**src/rtl/sdram_cnt.sv**
```systemverilog
// Single-word SDRAM controller: power-up init, then read/write with auto-precharge.
// Periodic auto-refresh is compiled in only when SDRAM_AUTO_REFRESH_EN is defined.
module sdram_cnt #(
   parameter int unsigned INIT_WAIT        = 2000,
   parameter int unsigned REFRESH_INTERVAL = 1500,
   parameter int unsigned CAS_LATENCY      = 2
) (
   input  logic        clk,
   input  logic        rst,
   input  logic        en,
   input  logic        we,
   input  logic [11:0] addr_in,
   input  logic [31:0] data_in,
   output logic        rdy,
   output logic [31:0] data_out,
   output logic        valid,
   output logic [31:0] Dq_out,
   output logic [31:0] Dq_oe,
   input  logic [31:0] Dq_in,
   output logic [10:0] Addr,
   output logic [1:0]  Ba,
   output logic        Cke,
   output logic        Cs_n,
   output logic        Ras_n,
   output logic        Cas_n,
   output logic        We_n,
   output logic [3:0]  Dqm
);

   localparam int unsigned CntW    = $clog2((INIT_WAIT > REFRESH_INTERVAL) ? INIT_WAIT : REFRESH_INTERVAL);
   localparam int unsigned DataW   = 32;
   localparam int unsigned SdAddrW = 11;

   localparam logic [2:0] S_INIT     = 3'd0;
   localparam logic [2:0] S_IDLE     = 3'd1;
   localparam logic [2:0] S_REFRESH  = 3'd2;
   localparam logic [2:0] S_ACTIVATE = 3'd3;
   localparam logic [2:0] S_READ     = 3'd4;
   localparam logic [2:0] S_WRITE    = 3'd5;
   localparam logic [2:0] S_WAIT     = 3'd6;

   // {Cs_n, Ras_n, Cas_n, We_n}
   localparam logic [3:0] CMD_DESEL = 4'b1111;
   localparam logic [3:0] CMD_NOP   = 4'b0111;
   localparam logic [3:0] CMD_ACT   = 4'b0011;
   localparam logic [3:0] CMD_RD    = 4'b0101;
   localparam logic [3:0] CMD_WR    = 4'b0100;
   localparam logic [3:0] CMD_PRE   = 4'b0010;
   localparam logic [3:0] CMD_REF   = 4'b0001;
   localparam logic [3:0] CMD_MRS   = 4'b0000;

   localparam logic [SdAddrW-1:0] ModeReg = SdAddrW'(CAS_LATENCY * 16);

   logic [2:0]         state_q, state_d, ret_q, ret_d;
   logic [CntW-1:0]    tmr_q, tmr_d;
   logic [1:0]         step_q, step_d;
   logic               rd_q, rd_d, init_done_q, init_done_d;
   logic               req_we_q, req_we_d;
   logic [11:0]        req_addr_q, req_addr_d;
   logic [DataW-1:0]   req_data_q, req_data_d;
   logic [3:0]         cmd_q, cmd_d, dqm_q, dqm_d;
   logic [SdAddrW-1:0] addr_q, addr_d;
   logic [1:0]         ba_q, ba_d;
   logic               cke_q, cke_d, rdy_q, rdy_d, valid_q, valid_d;
   logic [DataW-1:0]   dq_out_q, dq_out_d, dq_oe_q, dq_oe_d, data_q, data_d;
   logic               ref_pend_c, ref_block_c;
   logic [SdAddrW-1:0] row_c, col_c;

   assign row_c = {9'b0, req_addr_q[11:10]};
   assign col_c = {3'b100, req_addr_q[7:0]};

`ifdef SDRAM_AUTO_REFRESH_EN
   logic [CntW-1:0] ref_cnt_q, ref_cnt_d;
   logic            ref_pend_q, ref_pend_d, ref_due_c;

   // Free-running refresh interval timer; pending flag clears when REFRESH is issued.
   always_comb begin
      ref_due_c  = init_done_q && (ref_cnt_q == CntW'(REFRESH_INTERVAL - 1));
      ref_cnt_d  = (!init_done_q || ref_due_c) ? '0 : ref_cnt_q + CntW'(1);
      ref_pend_d = (ref_pend_q && (state_q != S_REFRESH)) || ref_due_c;
   end

   always_ff @(posedge clk or negedge rst) begin
      if (!rst) begin
         ref_cnt_q  <= '0;
         ref_pend_q <= 1'b0;
      end else begin
         ref_cnt_q  <= ref_cnt_d;
         ref_pend_q <= ref_pend_d;
      end
   end

   assign ref_pend_c  = ref_pend_q;
   assign ref_block_c = ref_pend_d;
`else
   assign ref_pend_c  = 1'b0;
   assign ref_block_c = 1'b0;
`endif

   // Next-state and registered-output logic.
   always_comb begin
      state_d     = state_q;
      ret_d       = ret_q;
      tmr_d       = tmr_q;
      step_d      = step_q;
      rd_d        = rd_q;
      init_done_d = init_done_q;
      req_we_d    = req_we_q;
      req_addr_d  = req_addr_q;
      req_data_d  = req_data_q;
      cmd_d       = CMD_NOP;
      addr_d      = '0;
      ba_d        = '0;
      cke_d       = 1'b1;
      dq_out_d    = '0;
      dq_oe_d     = '0;
      valid_d     = 1'b0;
      data_d      = data_q;

      case (state_q)
         S_INIT: begin
            if (tmr_q != '0) begin
               tmr_d = tmr_q - CntW'(1);
            end else begin
               state_d = S_WAIT;
               step_d  = step_q + 2'd1;
               ret_d   = S_INIT;
               case (step_q)
                  2'd0: begin
                     cmd_d  = CMD_PRE;
                     addr_d = 11'h400;
                     tmr_d  = CntW'(1);
                  end
                  2'd3: begin
                     cmd_d  = CMD_MRS;
                     addr_d = ModeReg;
                     tmr_d  = CntW'(1);
                     step_d = step_q;
                     ret_d  = S_IDLE;
                  end
                  default: begin
                     cmd_d = CMD_REF;
                     tmr_d = CntW'(6);
                  end
               endcase
            end
         end
         S_IDLE: begin
            if (ref_pend_c) begin
               state_d = S_REFRESH;
            end else if (en) begin
               req_we_d   = we;
               req_addr_d = addr_in;
               req_data_d = data_in;
               state_d    = S_ACTIVATE;
            end
         end
         S_REFRESH: begin
            cmd_d   = CMD_REF;
            tmr_d   = CntW'(6);
            ret_d   = S_IDLE;
            state_d = S_WAIT;
         end
         S_ACTIVATE: begin
            cmd_d   = CMD_ACT;
            addr_d  = row_c;
            ba_d    = req_addr_q[9:8];
            tmr_d   = CntW'(1);
            ret_d   = req_we_q ? S_WRITE : S_READ;
            state_d = S_WAIT;
         end
         S_WRITE: begin
            cmd_d    = CMD_WR;
            addr_d   = col_c;
            ba_d     = req_addr_q[9:8];
            dq_oe_d  = '1;
            dq_out_d = req_data_q;
            tmr_d    = CntW'(3);
            ret_d    = S_IDLE;
            state_d  = S_WAIT;
         end
         S_READ: begin
            cmd_d   = CMD_RD;
            addr_d  = col_c;
            ba_d    = req_addr_q[9:8];
            tmr_d   = CntW'(CAS_LATENCY);
            rd_d    = 1'b1;
            ret_d   = S_IDLE;
            state_d = S_WAIT;
         end
         S_WAIT: begin
            // A pending read captures DQ, then holds one more cycle so valid precedes IDLE.
            if (tmr_q != '0) begin
               tmr_d = tmr_q - CntW'(1);
            end else if (rd_q) begin
               data_d  = Dq_in;
               valid_d = 1'b1;
               rd_d    = 1'b0;
            end else begin
               state_d = ret_q;
               if (ret_q == S_IDLE) init_done_d = 1'b1;
            end
         end
         default: state_d = S_INIT;
      endcase

      dqm_d = init_done_d ? 4'h0 : 4'hF;
      rdy_d = (state_d == S_IDLE) && !ref_block_c;
   end

   always_ff @(posedge clk or negedge rst) begin
      if (!rst) begin
         state_q     <= S_INIT;
         ret_q       <= S_INIT;
         tmr_q       <= CntW'(INIT_WAIT - 1);
         step_q      <= '0;
         rd_q        <= 1'b0;
         init_done_q <= 1'b0;
         req_we_q    <= 1'b0;
         req_addr_q  <= '0;
         req_data_q  <= '0;
         cmd_q       <= CMD_DESEL;
         addr_q      <= '0;
         ba_q        <= '0;
         cke_q       <= 1'b0;
         dqm_q       <= 4'hF;
         dq_out_q    <= '0;
         dq_oe_q     <= '0;
         data_q      <= '0;
         rdy_q       <= 1'b0;
         valid_q     <= 1'b0;
      end else begin
         state_q     <= state_d;
         ret_q       <= ret_d;
         tmr_q       <= tmr_d;
         step_q      <= step_d;
         rd_q        <= rd_d;
         init_done_q <= init_done_d;
         req_we_q    <= req_we_d;
         req_addr_q  <= req_addr_d;
         req_data_q  <= req_data_d;
         cmd_q       <= cmd_d;
         addr_q      <= addr_d;
         ba_q        <= ba_d;
         cke_q       <= cke_d;
         dqm_q       <= dqm_d;
         dq_out_q    <= dq_out_d;
         dq_oe_q     <= dq_oe_d;
         data_q      <= data_d;
         rdy_q       <= rdy_d;
         valid_q     <= valid_d;
      end
   end

   assign {Cs_n, Ras_n, Cas_n, We_n} = cmd_q;
   assign Addr     = addr_q;
   assign Ba       = ba_q;
   assign Cke      = cke_q;
   assign Dqm      = dqm_q;
   assign Dq_out   = dq_out_q;
   assign Dq_oe    = dq_oe_q;
   assign data_out = data_q;
   assign rdy      = rdy_q;
   assign valid    = valid_q;

endmodule

```
**config.mk**
```make
export PLATFORM = sky130hd
export DESIGN_NAME = sdram_cnt
export DESIGN_NICKNAME = d
export VERILOG_FILES = /design/src/rtl/sdram_cnt.sv
export SDC_FILE = /design/constraint.sdc
export NUM_CORES = 1
export LEC_CHECK = 0
export BUFFER_PORTS_ARGS = -buffer_cell sky130_fd_sc_hd__buf_2
export CORE_AREA = 2 2 122 124
export CTS_CLUSTER_DIAMETER = 100
export DETAILED_ROUTE_END_ITERATION = 12
export DIE_AREA = 0 0 124 126
export GPL_ROUTABILITY_DRIVEN = 0
export PLACE_DENSITY = 0.71
export SLEW_MARGIN = 0
export SYNTH_ARGS = -nofsm -noshare
export SYNTH_HDL_FRONTEND = slang
export SYNTH_SLANG_ARGS = --single-unit
```
**constraint.sdc**
```tcl
create_clock -name clk -period 4.3 [get_ports clk]
set_input_delay 0.645 -clock clk [delete_from_list [all_inputs] [get_ports clk]]
set_output_delay 0.645 -clock clk [all_outputs]
set_load 0.005 [all_outputs]
```
Word level (Yosys, flattened, before mapping)
Index checks and enable logic that the tools add are counted.
{"block": "classes", "add_sub_neg": 2, "n_eq_ne": 12, "n_mux": 32, "bitwise_logic": 2, "reduce_logical": 17}
{"cell": "$pmux W11 S6", "n": 1}
{"cell": "$mux W32", "n": 2}
{"cell": "$mux W11", "n": 3}
{"cell": "$pmux W11 S3", "n": 1}
{"cell": "$pmux W11 S2", "n": 1}
{"cell": "$mux W3", "n": 7}
{"cell": "$pmux W3 S5", "n": 1}
{"cell": "$pmux W3 S4", "n": 1}
{"cell": "$reduce_bool A11 Y1", "n": 1}
{"cell": "$sub A11 B1 Y11 const B", "n": 1}
{"cell": "$mux W1", "n": 10}
{"cell": "$eq A3 B1 Y1 const B", "n": 3}
{"cell": "$eq A3 B3 Y1 const B", "n": 3}
{"cell": "$pmux W3 S3", "n": 1}
{"cell": "$reduce_and A2 Y1", "n": 4}
{"cell": "$eq A3 B2 Y1 const B", "n": 2}
{"cell": "$ne A2 B2 Y1 const B", "n": 3}
{"cell": "$reduce_and A3 Y1", "n": 2}
{"cell": "$reduce_bool A6 Y1", "n": 1}
{"cell": "$reduce_or A3 Y1", "n": 2}
{"cell": "$mux W4", "n": 1}
{"cell": "$pmux W2 S2", "n": 1}
{"cell": "$reduce_or A2 Y1", "n": 2}
{"cell": "$reduce_or A4 Y1", "n": 1}
{"cell": "other kinds (9)", "n": 10}
{"block": "totals", "register_bits": 186, "out_inout_bits": 120}

Longest topological paths before layout
{"block": "logic_depth", "depth_word": 6, "mapped_depth": 7, "depth_no_buf": 6}

Least setup slack after synthesis
No wires, ideal clock.
{"block": "synth_path", "path_type": "reg-to-reg", "from": "register tmr_q[6]", "to": "register data_q[10] (netlist: data_out[10])", "arrival_ps": 1976, "required_time_ps": 4175, "path_slack_ps": 2199, "path_stages_with_launch": 6, "n_path_buf": 1, "synth_period_minus_slack_ps": 2101, "cell_sequence": "dfstp_2 or4_4 nor4_4 nand3_4 buf_6 mux2_4"}
{"block": "synth_between", "elab_chain_cells": 3}
{"element": "start: declaration", "line_no": "55", "source": "logic [CntW-1:0] tmr_q, tmr_d;"}
{"element": "start signal: assignment", "line_no": "215", "source": "tmr_q <= CntW'(INIT_WAIT - 1);"}
{"element": "start signal: assignment", "line_no": "235", "source": "tmr_q <= tmr_d;"}
{"element": "$reduce_bool A11 Y1", "line_no": "193", "source": "if (tmr_q != '0) begin"}
{"element": "$not A1 Y1 (no line)"}
{"element": "$reduce_and A3 Y1 (no line)"}
{"element": "end signal: assignment", "line_no": "249", "source": "data_q <= data_d;"}
{"element": "end: declaration", "line_no": "65", "source": "logic [DataW-1:0] dq_out_q, dq_out_d, dq_oe_q, dq_oe_d, data_q, data_d;"}
No other way between the ends.
A chain may end at the register's enable or synchronous reset.

Final worst setup path
{"block": "layout_path", "from": "register tmr_q[6]", "to": "register data_q[12] (netlist: data_out[12])"}
The elaborated chain is that of the path after synthesis.

==> metrics.txt <==
status=completed; CTS tree=built; die width=124 um; RSZ-0062 raised after global routing=no; Worst Setup End Kind=flop; Worst VDD drop=321 uV; proportion of layout cells with a drive suffix above 1=52.1%; initial DRC count=372; Distinct cells, synth=56; global-route wire length before repair=22500 um; Max Root-Sink Buffers=2; # hold bufs at CTS=0; Port Buf Inserts=197; area grow syn2layout=23.3%; First-pass DRT Iterations=5; dpl hpwl=9510 um; Remaining Overflow, GRT=0; critical path startpoint category=flop; placed cell areas=0.00719 sq mm; via count=4350; NetSw=1.21 mW; Setup Fix Bufs, Post-CTS=0; vias in the first global route=4440; part of the Yosys area used for sequential elements=59.2%; Worst Max-Slew Pin Slew=1.08 ns; YS warnings=0; worst hold slack=0.275 ns; initial core utilization=44.2%; Finish-stage setup viols=0; Die ar.=0.0156 sq mm; Critical Path AT=3.37 ns; most frequent cells in the layout=buf_2, dfrtp_1, mux2_2; Detailed Route WL=14100 um; fmax=326 MHz; diode count=0; critical path class=reg -> reg; number of buffers created by CTS=17; Routed Antenna Nets=0; Post-synth EDFFs=0; fin crit share=71.3%; average vias per placed instance=5.23; Post-Syn Area=0.00632 sq mm; final hold viol count=0; post-layout min period=3.07 ns; Async SR Flop Fraction=100%; Cells after Synth=474; Synth Register Bits=149; initial antenna violation count=0; Finished Core Util=54.5%; clock skew=0.00658 ns; # clock sinks=149; total global-route track usage=18.7%; Clk pwr share=34.4%; clock-pin slew on the worst setup and hold paths=0.06 ns; internal power=3.17 mW; core area=0.0143 sq mm; number of nets in the layout=717; Req. time, crit path=4.60 ns; root buf cell=clkbuf_16; Net Sw Frac=27.6%; post-route cell area=0.00780 sq mm; commonest non-fill, non-tap cell in the layout=buf_2; DRC=0; Avg WL per Cell=16.9 um; row count=44; PostCTS Resize Cnt=0; Design Power=4.38 mW; Comb pwr share=22.5%; crit path max fanout=32; Max Slew Vio Count=0; Syn Area/Cell=13.3 sq um; Die Height=126 um; clock insertion delay at the later pin of the skew report=0.42 ns; pwr dens=561 mW/mm^2; largest net degree at the start of global routing=96; worst min path class=in -> async; Leakage=4.12 nW; Max Cap Viol=0; H-tree depth=4; # IOs=200; Slew HR=27.8%; ys flop type=dfrtp_1; setup TNS=0 ns; Seq pwr share=43.1%
-- cell families (layout without fill, tap and decap cells) --
kind of cell / count (synthesis) / after routing / synth area share [%]
simple gates: 113 / 113 / 11.3
mux: 81 / 81 / 16.1
fa+ha+maj: 3 / 3 / 0.594
compound gates: 53 / 53 / 5.52
xor+xnor: 2 / 2 / 0.277
buf+inv: 71 / 242 / 6.80
flops: 149 / 149 / 59.2
other cells: 2 / 4 / 0.119
-- registers in the layout, summed over array words and instances (netlist names), 2 cells and up --
signal / count
Addr: 9
Ba: 2
Dq_out: 32
cmd_q: 4
data_out: 32
req_addr_q: 12
req_data_q: 32
ret_q: 2
state_q: 3
step_q: 2
tmr_q: 11
-- layout make-up --
type                            count  area, sq um
Fill cell                        1195         6510
Sequential cell                   149         3750
Multi-Input combinational cell    256         2160
Timing Repair Buffer              201         1020
Clock buffer                       20          457
Tap cell                          184          230
Clock inverter                     12          153
Inverter                            9         33.8
-- power by group through the flow --
stage          Sequential, mW  Combinational, mW  Clock (mW)
2_1_floorplan            1.87              0.626           0
3_3_place_gp             1.88              0.941           0
3_5_place_dp             1.90              0.982           0
4_1_cts                  1.88              0.988        1.54
5_1_grt                  1.92               1.08        1.61
6_report                 1.89              0.985        1.51
-- metrics by stage --
stage | instances | setup slack [ns]
after floorplan | 476 | 2.20
final | 831 | 1.23
after global routing | 831 | 1.02
after CTS | 831 | 1.26
after detailed placement | 799 | 1.26
after global placement | 799 | 1.39
-- cells in the mapped netlist (2+ instances only) --
master    count  share of area (%)
o31ai_1       9                1.1
buf_2         5               0.40
xnor2_1       2               0.28
o21a_1        2               0.24
nor4_4        2               0.67
o22ai_1       3               0.30
buf_6         3               0.53
nor2b_1       2               0.20
nor4_1        2               0.20
and2_1        7               0.69
mux2i_1       3               0.47
or4_4         2               0.36
conb_1        2               0.12
a21o_1        2               0.24
clkbuf_1     18                1.1
nand2b_1      4               0.40
nand3_1       6               0.47
dfrtp_1     135                 53
mux2_4       30                7.1
dfstp_2      14                5.8
and3_1       33                3.3
nor3_1        7               0.55
o21ai_0       6               0.47
buf_4        36                4.3
a41oi_1       2               0.28
nand3b_1      2               0.24
mux2_2       48                8.5
ha_1          3               0.59
nor2_1        7               0.42
a21oi_1      17                1.3
or4_1         8               0.95
or2_2         4               0.40
or3_1         2               0.20
nand2_1      16               0.95
inv_1         8               0.47
nor3b_1       2               0.24
-- worst max-delay path, stage by stage (launching register included) --
cell and delay [ns]:
dfstp_2 0.40, or4_4 0.59, nor4_4 0.79, nand3_4 0.63
mux2_4 0.51
-- final timing paths --
path	cells past startpoint	endpoint	startpoint	slack (ns)
max	4	data_out[12]	tmr_q[6]	1.23
min	1	data_out[27]	rst	0.28
max reg2reg	4	data_out[12]	tmr_q[6]	1.23
min reg2reg	1	Dqm[2]	init_done_q	0.42
max in group asynchronous	2	tmr_q[3]	rst	3.01
min in group clk	1	Dqm[2]	init_done_q	0.42
-- metal layers --
| layer | routed length [um] | share of wire [%] | track usage [%] |
|---|---|---|---|
| met5 | 0 | 0 | 0 |
| met4 | 297 | 2.1 | 8.39 |
| met3 | 1200 | 8.5 | 5.80 |
| met2 | 6850 | 49 | 30.0 |
| met1 | 5740 | 41 | 23.3 |
Note: power is estimated with default switching activity, not from simulation.
